File: src/rtl/adder4_result_buffer_if.sv
// Result-buffer bus: adder results in on a valid/ready push side,
// buffered entries out on a valid/ready pop side, plus status.
interface adder4_result_buffer_if #(
    parameter int LVL_W = 3
);
    // Push side: adder result and its handshake
    logic [3:0]       sum;
    logic             cout;
    logic             in_valid;
    logic             in_ready;

    // Pop side: head entry {cout, sum} and its handshake
    logic [4:0]       out_data;
    logic             out_valid;
    logic             out_ready;

    // Status and control
    logic [LVL_W-1:0] level;
    logic             ovf;
    logic             clr_ovf;

    // Producer/consumer view (drives results, consumes entries)
    modport master (
        output sum,
        output cout,
        output in_valid,
        input  in_ready,
        input  out_data,
        input  out_valid,
        output out_ready,
        input  level,
        input  ovf,
        output clr_ovf
    );

    // Buffer view
    modport slave (
        input  sum,
        input  cout,
        input  in_valid,
        output in_ready,
        output out_data,
        output out_valid,
        input  out_ready,
        output level,
        output ovf,
        input  clr_ovf
    );
endinterface

File: src/rtl/adder4_result_buffer.sv
// adder4_result_buffer: small show-ahead FIFO that captures {cout, sum}
// results from the 4-bit adder and hands them out over valid/ready.
// Full/empty status comes from a registered level count, so in_ready
// never depends combinationally on out_ready. A push while full is
// dropped and latches the sticky ovf flag.
module adder4_result_buffer #(
    parameter int DEPTH = 4,
    parameter int LVL_W = 3
) (
    input  logic                   clk,
    input  logic                   rst,
    adder4_result_buffer_if.slave  bus
);

    localparam int               PTR_W    = $clog2(DEPTH);
    localparam logic [LVL_W-1:0] FULL_LVL = LVL_W'(DEPTH);
    localparam logic [PTR_W-1:0] PTR_ONE  = PTR_W'(1);
    localparam logic [LVL_W-1:0] LVL_ONE  = LVL_W'(1);

    // Registered state
    logic [PTR_W-1:0] wr_ptr_reg;
    logic [PTR_W-1:0] rd_ptr_reg;
    logic [LVL_W-1:0] level_reg;
    logic             ovf_reg;

    // Next-state values
    logic [PTR_W-1:0] wr_ptr_next;
    logic [PTR_W-1:0] rd_ptr_next;
    logic [LVL_W-1:0] level_next;
    logic             ovf_next;

    // Entry storage; only the head entry is ever observed, and it is
    // masked to zero while empty, so the array itself needs no reset.
    logic [4:0]       mem [DEPTH];

    logic             full;
    logic             empty;
    logic             push;
    logic             pop;
    logic             reject;
    logic [4:0]       wr_data;
    logic [DEPTH-1:0] wr_sel;

    // Status decoded purely from the registered level
    assign full    = (level_reg == FULL_LVL);
    assign empty   = (level_reg == '0);

    // Handshake qualification: a full buffer refuses pushes even if a
    // pop happens on the same edge; an empty buffer ignores out_ready.
    assign push    = bus.in_valid  & ~full;
    assign pop     = bus.out_ready & ~empty;
    assign reject  = bus.in_valid  &  full;
    assign wr_data = {bus.cout, bus.sum};

    // One-hot write select per storage slot
    genvar gi;
    generate
        for (gi = 0; gi < DEPTH; gi++) begin : g_wr_sel
            assign wr_sel[gi] = push && (wr_ptr_reg == PTR_W'(gi));
        end
    endgenerate

    // Pointer, level and overflow next-state logic
    always_comb begin
        wr_ptr_next = wr_ptr_reg;
        rd_ptr_next = rd_ptr_reg;
        level_next  = level_reg;
        ovf_next    = ovf_reg;

        // Pointers are power-of-two wide, so +1 wraps DEPTH-1 -> 0
        if (push) begin
            wr_ptr_next = wr_ptr_reg + PTR_ONE;
        end
        if (pop) begin
            rd_ptr_next = rd_ptr_reg + PTR_ONE;
        end

        unique case ({push, pop})
            2'b10:   level_next = level_reg + LVL_ONE;
            2'b01:   level_next = level_reg - LVL_ONE;
            default: level_next = level_reg;
        endcase

        // Set beats clear when both happen on the same edge
        if (reject) begin
            ovf_next = 1'b1;
        end else if (bus.clr_ovf) begin
            ovf_next = 1'b0;
        end
    end

    // Control state with asynchronous reset
    always_ff @(posedge clk or posedge rst) begin
        if (rst) begin
            wr_ptr_reg <= '0;
            rd_ptr_reg <= '0;
            level_reg  <= '0;
            ovf_reg    <= 1'b0;
        end else begin
            wr_ptr_reg <= wr_ptr_next;
            rd_ptr_reg <= rd_ptr_next;
            level_reg  <= level_next;
            ovf_reg    <= ovf_next;
        end
    end

    // Storage write: the selected slot captures {cout, sum}
    always_ff @(posedge clk) begin
        for (int i = 0; i < DEPTH; i++) begin
            if (wr_sel[i]) begin
                mem[i] <= wr_data;
            end
        end
    end

    // Outputs: show-ahead head entry straight from storage, zero when empty
    assign bus.in_ready  = ~full;
    assign bus.out_valid = ~empty;
    assign bus.out_data  = empty ? 5'b00000 : mem[rd_ptr_reg];
    assign bus.level     = level_reg;
    assign bus.ovf       = ovf_reg;

endmodule

File: src/flat_wrapper.sv
// flat-port wrapper written by rule: the top's interface ports become plain ports
module adder4_result_buffer_flat 
#(
    parameter int DEPTH = 4,
    parameter int LVL_W = 3
)
  (clk, rst, bus_sum, bus_cout, bus_in_valid, bus_in_ready, bus_out_data, bus_out_valid, bus_out_ready, bus_level, bus_ovf, bus_clr_ovf);
  adder4_result_buffer_if #(.LVL_W(LVL_W)) bus_i ();
  input  logic clk;
  input  logic rst;
  input wire logic [$bits(bus_i.sum)-1:0] bus_sum;
  input wire logic [$bits(bus_i.cout)-1:0] bus_cout;
  input wire logic [$bits(bus_i.in_valid)-1:0] bus_in_valid;
  output wire logic [$bits(bus_i.in_ready)-1:0] bus_in_ready;
  output wire logic [$bits(bus_i.out_data)-1:0] bus_out_data;
  output wire logic [$bits(bus_i.out_valid)-1:0] bus_out_valid;
  input wire logic [$bits(bus_i.out_ready)-1:0] bus_out_ready;
  output wire logic [$bits(bus_i.level)-1:0] bus_level;
  output wire logic [$bits(bus_i.ovf)-1:0] bus_ovf;
  input wire logic [$bits(bus_i.clr_ovf)-1:0] bus_clr_ovf;
  assign bus_i.sum = bus_sum;
  assign bus_i.cout = bus_cout;
  assign bus_i.in_valid = bus_in_valid;
  assign bus_in_ready = bus_i.in_ready;
  assign bus_out_data = bus_i.out_data;
  assign bus_out_valid = bus_i.out_valid;
  assign bus_i.out_ready = bus_out_ready;
  assign bus_level = bus_i.level;
  assign bus_ovf = bus_i.ovf;
  assign bus_i.clr_ovf = bus_clr_ovf;
  adder4_result_buffer #(.DEPTH(DEPTH), .LVL_W(LVL_W)) u_core (.clk(clk), .rst(rst), .bus(bus_i));
endmodule
File: config.mk
export PLATFORM = sky130hd
export DESIGN_NAME = adder4_result_buffer_flat
export DESIGN_NICKNAME = d
export VERILOG_FILES = /design/src/rtl/adder4_result_buffer_if.sv /design/src/rtl/adder4_result_buffer.sv /design/src/flat_wrapper.sv
export SDC_FILE = /design/constraint.sdc
export NUM_CORES = 1
export LEC_CHECK = 0
export CORE_MARGIN = 2
export CORE_UTILIZATION = 65
export DETAILED_ROUTE_END_ITERATION = 10
export DONT_BUFFER_PORTS = 1
export GPL_TIMING_DRIVEN = 0
export PLACE_DENSITY = 0.81
export SYNTH_ARGS = -nofsm -noshare
export SYNTH_HDL_FRONTEND = slang
export SYNTH_SLANG_ARGS = --single-unit
File: constraint.sdc
create_clock -name clk -period 3.6 [get_ports clk]
set_input_delay 0.54 -clock clk [delete_from_list [all_inputs] [get_ports clk]]
set_output_delay 0.54 -clock clk [all_outputs]
set_load 0.02 [all_outputs]
==> flow_metrics.env, run 1 <==
export IMPL_grt_start_max_net_pins=17
export IMPL_numCtsBuffers=3
export IMPL_drive_above_1_share_pct=20.0
export IMPL_drc=0
export IMPL_synth_top_cell_area_share_pct=48.4
export IMPL_grt_pass1_vias=554
export IMPL_fmax_ghz=0.456
export IMPL_boundaryPins=21
export IMPL_syn_area_per_cell_sq_um=16.3
export IMPL_vias_per_cell=5.41
export IMPL_rows=15
export IMPL_finalClockSkew_ns=0.00198
export IMPL_die_w_um=47.7
export IMPL_drtIter0Drc=2
export IMPL_cts_htree_levels=1
export IMPL_leakage_nw=0.507
export IMPL_gr_total_overflow=0
export IMPL_outcome="complete, no violations"
export IMPL_synth_nets=92
export IMPL_register_area_sq_um=801
export IMPL_largest_reg_flops=20
export IMPL_crit_required_ns=3.85
export IMPL_ir_worst_vdd_uv=600
export IMPL_post_cts_setup_buffers=0
export IMPL_grt_pass1_wl_um=2480
export IMPL_cts_resized=0
export IMPL_fin_tns_setup_ns=0
export IMPL_clock_latency_ns=0.31
export IMPL_endpoint_kind="register"
export IMPL_synth_seq_cells=28
export IMPL_start_util_pct=70.4
export IMPL_netlist_area_sq_um=1240
export IMPL_wl_met2_um=864
export IMPL_min_period_ns=2.19
export IMPL_gp_congestion=0.625
export IMPL_path_clk_slew_ns=0.14
export IMPL_path_max_fanout=7
export IMPL_critPathSlowestCell="dfrtp_1"
export IMPL_ant_nets=0
export IMPL_ctsRootBufferMaster="clkbuf_4"
export IMPL_ctsLongestPathBuffers=2
export IMPL_wl_per_cell_um=15.8
export IMPL_period_share_pct=60.9
export IMPL_wl_met3_um=83
export IMPL_synth_area_top_cells="edfxtp_1 48%, dfrtp_1 16%, mux4_2 9.1%"
export IMPL_hold_violations=0
export IMPL_die_area_sq_um=2280
export IMPL_drt_wl_total_um=1660
export IMPL_track_usage_pct=16.7
export IMPL_worstPathArrival_ns=2.44
export IMPL_hpwl_um=1330
export IMPL_top_layer="met4"
export IMPL_dieHeight_um=47.7
export IMPL_ctsHoldBuffers=0
export IMPL_via_count=568
export IMPL_yosysTopAreaCell="edfxtp_1"
export IMPL_io_buffers=0
export IMPL_stdcell_count=105
export IMPL_area_growth_pct=6.75
export IMPL_hold_path_class="primary input to async pin"
export IMPL_setup_viol=0
export IMPL_core_area_sq_um=1760
export IMPL_fillerInstances=123
export IMPL_worst_slack_ns=1.41
export IMPL_multi_input_area_sq_um=380
export IMPL_cp_start_kind="register"
export IMPL_place_ws_ns=1.44
export IMPL_antenna_cells=0
export IMPL_num_nets_final=97
export IMPL_crit_chain="nor3b_2 > nor2b_2 > inv_1 > ha_1 > inv_1 > fa_1 > xor2_1 > nor2_1 > xor2_1"
export IMPL_slew_viol_final=0
export IMPL_power_density_nw_per_um2=868
export IMPL_antenna_found_initial=0
export IMPL_ys_seq_area_share_pct=64.5
export IMPL_max_cap_viol_count=0
export IMPL_cpPeakStageDelay_ns=0.53
export IMPL_drt_met1_wl_um=699
export IMPL_worstMarginPinSlew_ns=0.348
export IMPL_rsz0062_at_grt="no"
export IMPL_crit_type="register to register"
export IMPL_max_slew_margin_rel_pct=76.8
export IMPL_placed_cells=101
export IMPL_syn_inst=76
export IMPL_drt_pass1_iter_count=3
export IMPL_cts_tree="built"
export IMPL_clock_sinks=28
export IMPL_yosys_cell_types_count=22
export IMPL_ys_warn_count=0
export IMPL_whs_ns=0.0327
==> layer usage <==
metal,track usage (%),up-vias
met3,3.02,2
met2,26.7,9
met5,0,-
li1,-,269
met4,6.49,0
met1,22.9,288
==> per-stage QoR <==
step	total power [W]	cell area, sq um	utilization, %
after floorplan	0.000896	1240	-
final	0.00115	1330	75.1
after global placement	0.000952	1270	72.1
after detailed placement	0.000970	1270	72.1
after CTS	0.00117	1330	75.1
after global routing	0.00122	1330	75.1
==> synth_stat cells <==
cell type / n
edfxtp_1: 20
inv_1: 9
and2_1: 8
dfrtp_1: 8
ha_1: 5
mux4_2: 5
xnor2_1: 3
xor2_1: 3
buf_6: 2
and2_2: 1
and2_4: 1
clkbuf_1: 1
fa_1: 1
mux2_2: 1
mux2i_1: 1
nand2_1: 1
nand3_1: 1
nor2_1: 1
nor2b_2: 1
nor3b_2: 1
o21ai_0: 1
or3_1: 1
==> worst max-delay path, delay by kind of cell, from the launching register on <==
| kind | cells | cell delay (ns) |
|---|---|---|
| xor gates and xnor gates | 2 | 0.30 |
| adders and majority gates | 2 | 0.55 |
| buffers and inverters | 2 | 0.14 |
| DFF | 1 | 0.53 |
| and+or+nand+nor | 3 | 0.61 |
==> power breakdown <==
group	internal, W	total, W	switching, W
Sequential	0.000443	0.000522	0.0000791
Clock	0.000112	0.000197	0.0000849
Combinational	0.000192	0.000430	0.000238
Total	0.000747	0.00115	0.000402
==> cell type report <==
type | count | share of cell area, %
clock buffer | 3 | 1.70
sequential | 28 | 60.4
tap | 25 | 2.36
clock inverter | 1 | 2.27
inverter | 9 | 2.55
multi-input combinational | 36 | 28.7
buffer | 3 | 1.98
==> kinds of logic after synthesis <==
family	after synthesis	share of synthesized area, %
flip-flops	28	64.5
AND/OR/NAND/NOR	16	8.57
buffers and inverters	12	4.84
multiplexers	7	10.8
XOR/XNOR	6	4.23
adder cells (fa/ha/maj)	6	6.65
AO/OA/AOI/OAI	1	0.403
==> worst paths after layout <==
| kind | start | end | slack [ns] | depth (start not counted) |
|---|---|---|---|---|
| max in group asynchronous | rst | u_core.bus.level[0]$_DFFE_PP0P_ | 3.35 | 1 |
| min reg2reg | u_core.rd_ptr_reg[0]$_DFFE_PP0P_ | u_core.rd_ptr_reg[0]$_DFFE_PP0P_ | 0.60 | 2 |
| min in group clk | bus_clr_ovf | u_core.bus.ovf$_DFFE_PP0P_ | 0.31 | 1 |
| min | rst | u_core.bus.ovf$_DFFE_PP0P_ | 0.03 | 1 |
| max | u_core.bus.level[0]$_DFFE_PP0P_ | u_core.bus.level[2]$_DFFE_PP0P_ | 1.41 | 9 |
| max reg2reg | u_core.bus.level[0]$_DFFE_PP0P_ | u_core.bus.level[2]$_DFFE_PP0P_ | 1.41 | 9 |
==> placed cells by master (no fill, tap or decap), types with 2 or more instances in the layout <==
cell type and instances:
inv_1 9, buf_6 2, dfrtp_1 8, ha_1 5, xnor2_1 3, clkbuf_4 3
and2_1 8, xor2_1 3, edfxtp_1 20, mux4_2 5
(Power assumes the default switching activity.)
==> run 2, diff against run 1 <==
--- a/config.mk
+++ b/config.mk
@@ -6,11 +6,11 @@
 export NUM_CORES = 1
 export LEC_CHECK = 0
 export CORE_MARGIN = 2
-export CORE_UTILIZATION = 65
+export CORE_UTILIZATION = 54
 export DETAILED_ROUTE_END_ITERATION = 10
 export DONT_BUFFER_PORTS = 1
 export GPL_TIMING_DRIVEN = 0
-export PLACE_DENSITY = 0.81
+export PLACE_DENSITY = 0.72
 export SYNTH_ARGS = -nofsm -noshare
 export SYNTH_HDL_FRONTEND = slang
 export SYNTH_SLANG_ARGS = --single-unit
==> constraint.sdc (replaced) <==
create_clock -name clk -period 2 [get_ports clk]
set_input_delay 0.3 -clock clk [delete_from_list [all_inputs] [get_ports clk]]
set_output_delay 0.3 -clock clk [all_outputs]
set_load 0.02 [all_outputs]
==> flow_metrics.env, run 2 (synthesis results as in run 1) <==
export IMPL_track_usage_pct=14.8
export IMPL_rsz0062_at_grt="yes"
export IMPL_gr_total_overflow=0
export IMPL_r2r_cells=7
export IMPL_clock_latency_ns=0.32
export IMPL_dieHeight_um=51.9
export IMPL_grt_pass1_wl_um=2660
export IMPL_finalClockSkew_ns=0.00265
export IMPL_clock_sinks=28
export IMPL_final_common_cell="edfxtp_1"
export IMPL_period_share_pct=103
export IMPL_wl_per_cell_um=15.0
export IMPL_boundaryPins=21
export IMPL_drtIter0Drc=10
export IMPL_outcome="complete, but fails checks"
export IMPL_gp_congestion=0.656
export IMPL_path_clk_slew_ns=0.13
export IMPL_setup_viol=2
export IMPL_worstMarginPinSlew_ns=0.366
export IMPL_power_density_nw_per_um2=1550
export IMPL_path_max_fanout=8
export IMPL_ir_worst_vdd_uv=1010
export IMPL_area_growth_pct=11.7
export IMPL_cts_htree_levels=1
export IMPL_max_cap_viol_count=0
export IMPL_fin_tns_setup_ns=-0.103
export IMPL_reg2reg_setup_slack_ns=-0.05
export IMPL_drt_pass1_iter_count=2
export IMPL_whs_ns=0.0590
export IMPL_die_area_sq_um=2700
export IMPL_endpoint_kind="register"
export IMPL_core_area_sq_um=2190
export IMPL_violations="setup timing"
export IMPL_final_cell_mix="20 x edfxtp_1, 8 x inv_1, 8 x and2_1"
export IMPL_worstPathArrival_ns=2.30
export IMPL_fin_area_sq_um=1390
export IMPL_drc=0
export IMPL_io_buffers=0
export IMPL_hold_path_class="primary input to register"
export IMPL_ctsLongestPathBuffers=2
export IMPL_fmax_ghz=0.487
export IMPL_final_util_pct=63.3
export IMPL_via_count=571
export IMPL_die_w_um=51.9
export IMPL_start_util_pct=56.7
export IMPL_cp_start_kind="register"
export IMPL_num_nets_final=101
export IMPL_numCtsBuffers=3
export IMPL_ctsRootBufferMaster="clkbuf_4"
export IMPL_fillerInstances=161
export IMPL_rows=17
export IMPL_cts_tree="built"
export IMPL_grt_pass1_vias=579
export IMPL_crit_type="register to register"
export IMPL_drt_wl_total_um=1680
export IMPL_antenna_found_initial=0
export IMPL_vias_per_cell=5.10
export IMPL_slew_viol_final=0
export IMPL_antenna_cells=0
export IMPL_placed_cell_area_sq_um=1290
export IMPL_grt_start_max_net_pins=17
export IMPL_ant_nets=0
export IMPL_crit_required_ns=2.25
export IMPL_worst_slack_ns=-0.0536
export IMPL_largest_reg_flops=20
export IMPL_worstHoldPathCells=1
export IMPL_hpwl_um=1240
export IMPL_hold_violations=0
export IMPL_max_slew_margin_rel_pct=75.6
export IMPL_leakage_nw=0.525
export IMPL_drive_above_1_share_pct=29.8
export IMPL_min_period_ns=2.05
-- run 2: changes by cell type in the layout (fill, tap and decap cells not counted) --
| cell | change |
|---|---|
| dfrtp_2 | +3 |
| fa_1 | -1 |
| dfrtp_1 | -3 |
| ha_4 | +1 |
| inv_2 | +1 |
| buf_4 | +3 |
| dlygate4sd3_1 | +1 |
| ha_1 | -1 |
| nor3b_4 | +1 |
| fa_2 | +1 |
| inv_1 | -1 |
| nor3b_2 | -1 |
-- run 2: what timing repair did --
action                     4_1_cts  5_1_grt
hold endpoints to repair         8        0
resized for setup                2        0
setup endpoints to repair        2        2
pin swaps                        6        2
hold buffers                     1        0
setup buffers                    1        2
-- run 2: through the flow --
stage	power, W	worst slack (ns)	cells
after global placement	0.00175	-0.0686	104
after detailed placement	0.00177	-0.0819	104
after floorplan	0.00164	0.00317	76
final	0.00214	-0.0536	112
after global routing	0.00229	-0.165	112
after CTS	0.00215	-0.0597	110
-- run 2: layer usage --
layer | vias up | GRT usage (%) | routed length (um)
met5 | - | 0 | 0
met4 | 0 | 9.21 | 36
met3 | 4 | 4.31 | 89
met2 | 12 | 20.7 | 797
met1 | 279 | 20.3 | 754
li1 | 276 | - | -
-- run 2: final timing paths --
| path | start | end |
|---|---|---|
| max | u_core.bus.level[2]$_DFFE_PP0P_ | u_core.bus.level[1]$_DFFE_PP0P_ |
| min | bus_clr_ovf | u_core.bus.ovf$_DFFE_PP0P_ |
| max reg2reg | u_core.bus.level[2]$_DFFE_PP0P_ | u_core.bus.level[1]$_DFFE_PP0P_ |
| min reg2reg | u_core.bus.level[2]$_DFFE_PP0P_ | u_core.bus.level[2]$_DFFE_PP0P_ |
| max in group asynchronous | rst | u_core.bus.level[2]$_DFFE_PP0P_ |
| min in group asynchronous | rst | u_core.bus.ovf$_DFFE_PP0P_ |
-- run 2: worst max-delay path, cell delays in order, from the launching register on --
cell and delay (ns):
dfrtp_2 0.50, or3_1 0.40, buf_6 0.16, and2_4 0.15
ha_4 0.16, inv_2 0.05, fa_2 0.42, mux2i_1 0.14
-- run 2: final cells by class --
type	instances	area [sq um]	share of cell area, %
sequential	28	805	58.0
clock inverter	1	30.0	2.17
timing repair buffer	4	32.5	2.35
inverter	9	33.8	2.44
tap	28	35.0	2.53
multi-input combinational	36	402	29.0
clock buffer	3	22.5	1.62
buffer	3	26.3	1.90
-- run 2: report_power, final --
part	internal (W)	leakage (nW)	switching (W)	total [W]
Sequential	0.000804	0.275	0.000145	0.000949
Clock	0.000203	0.0279	0.000155	0.000358
Combinational	0.000392	0.222	0.000446	0.000838
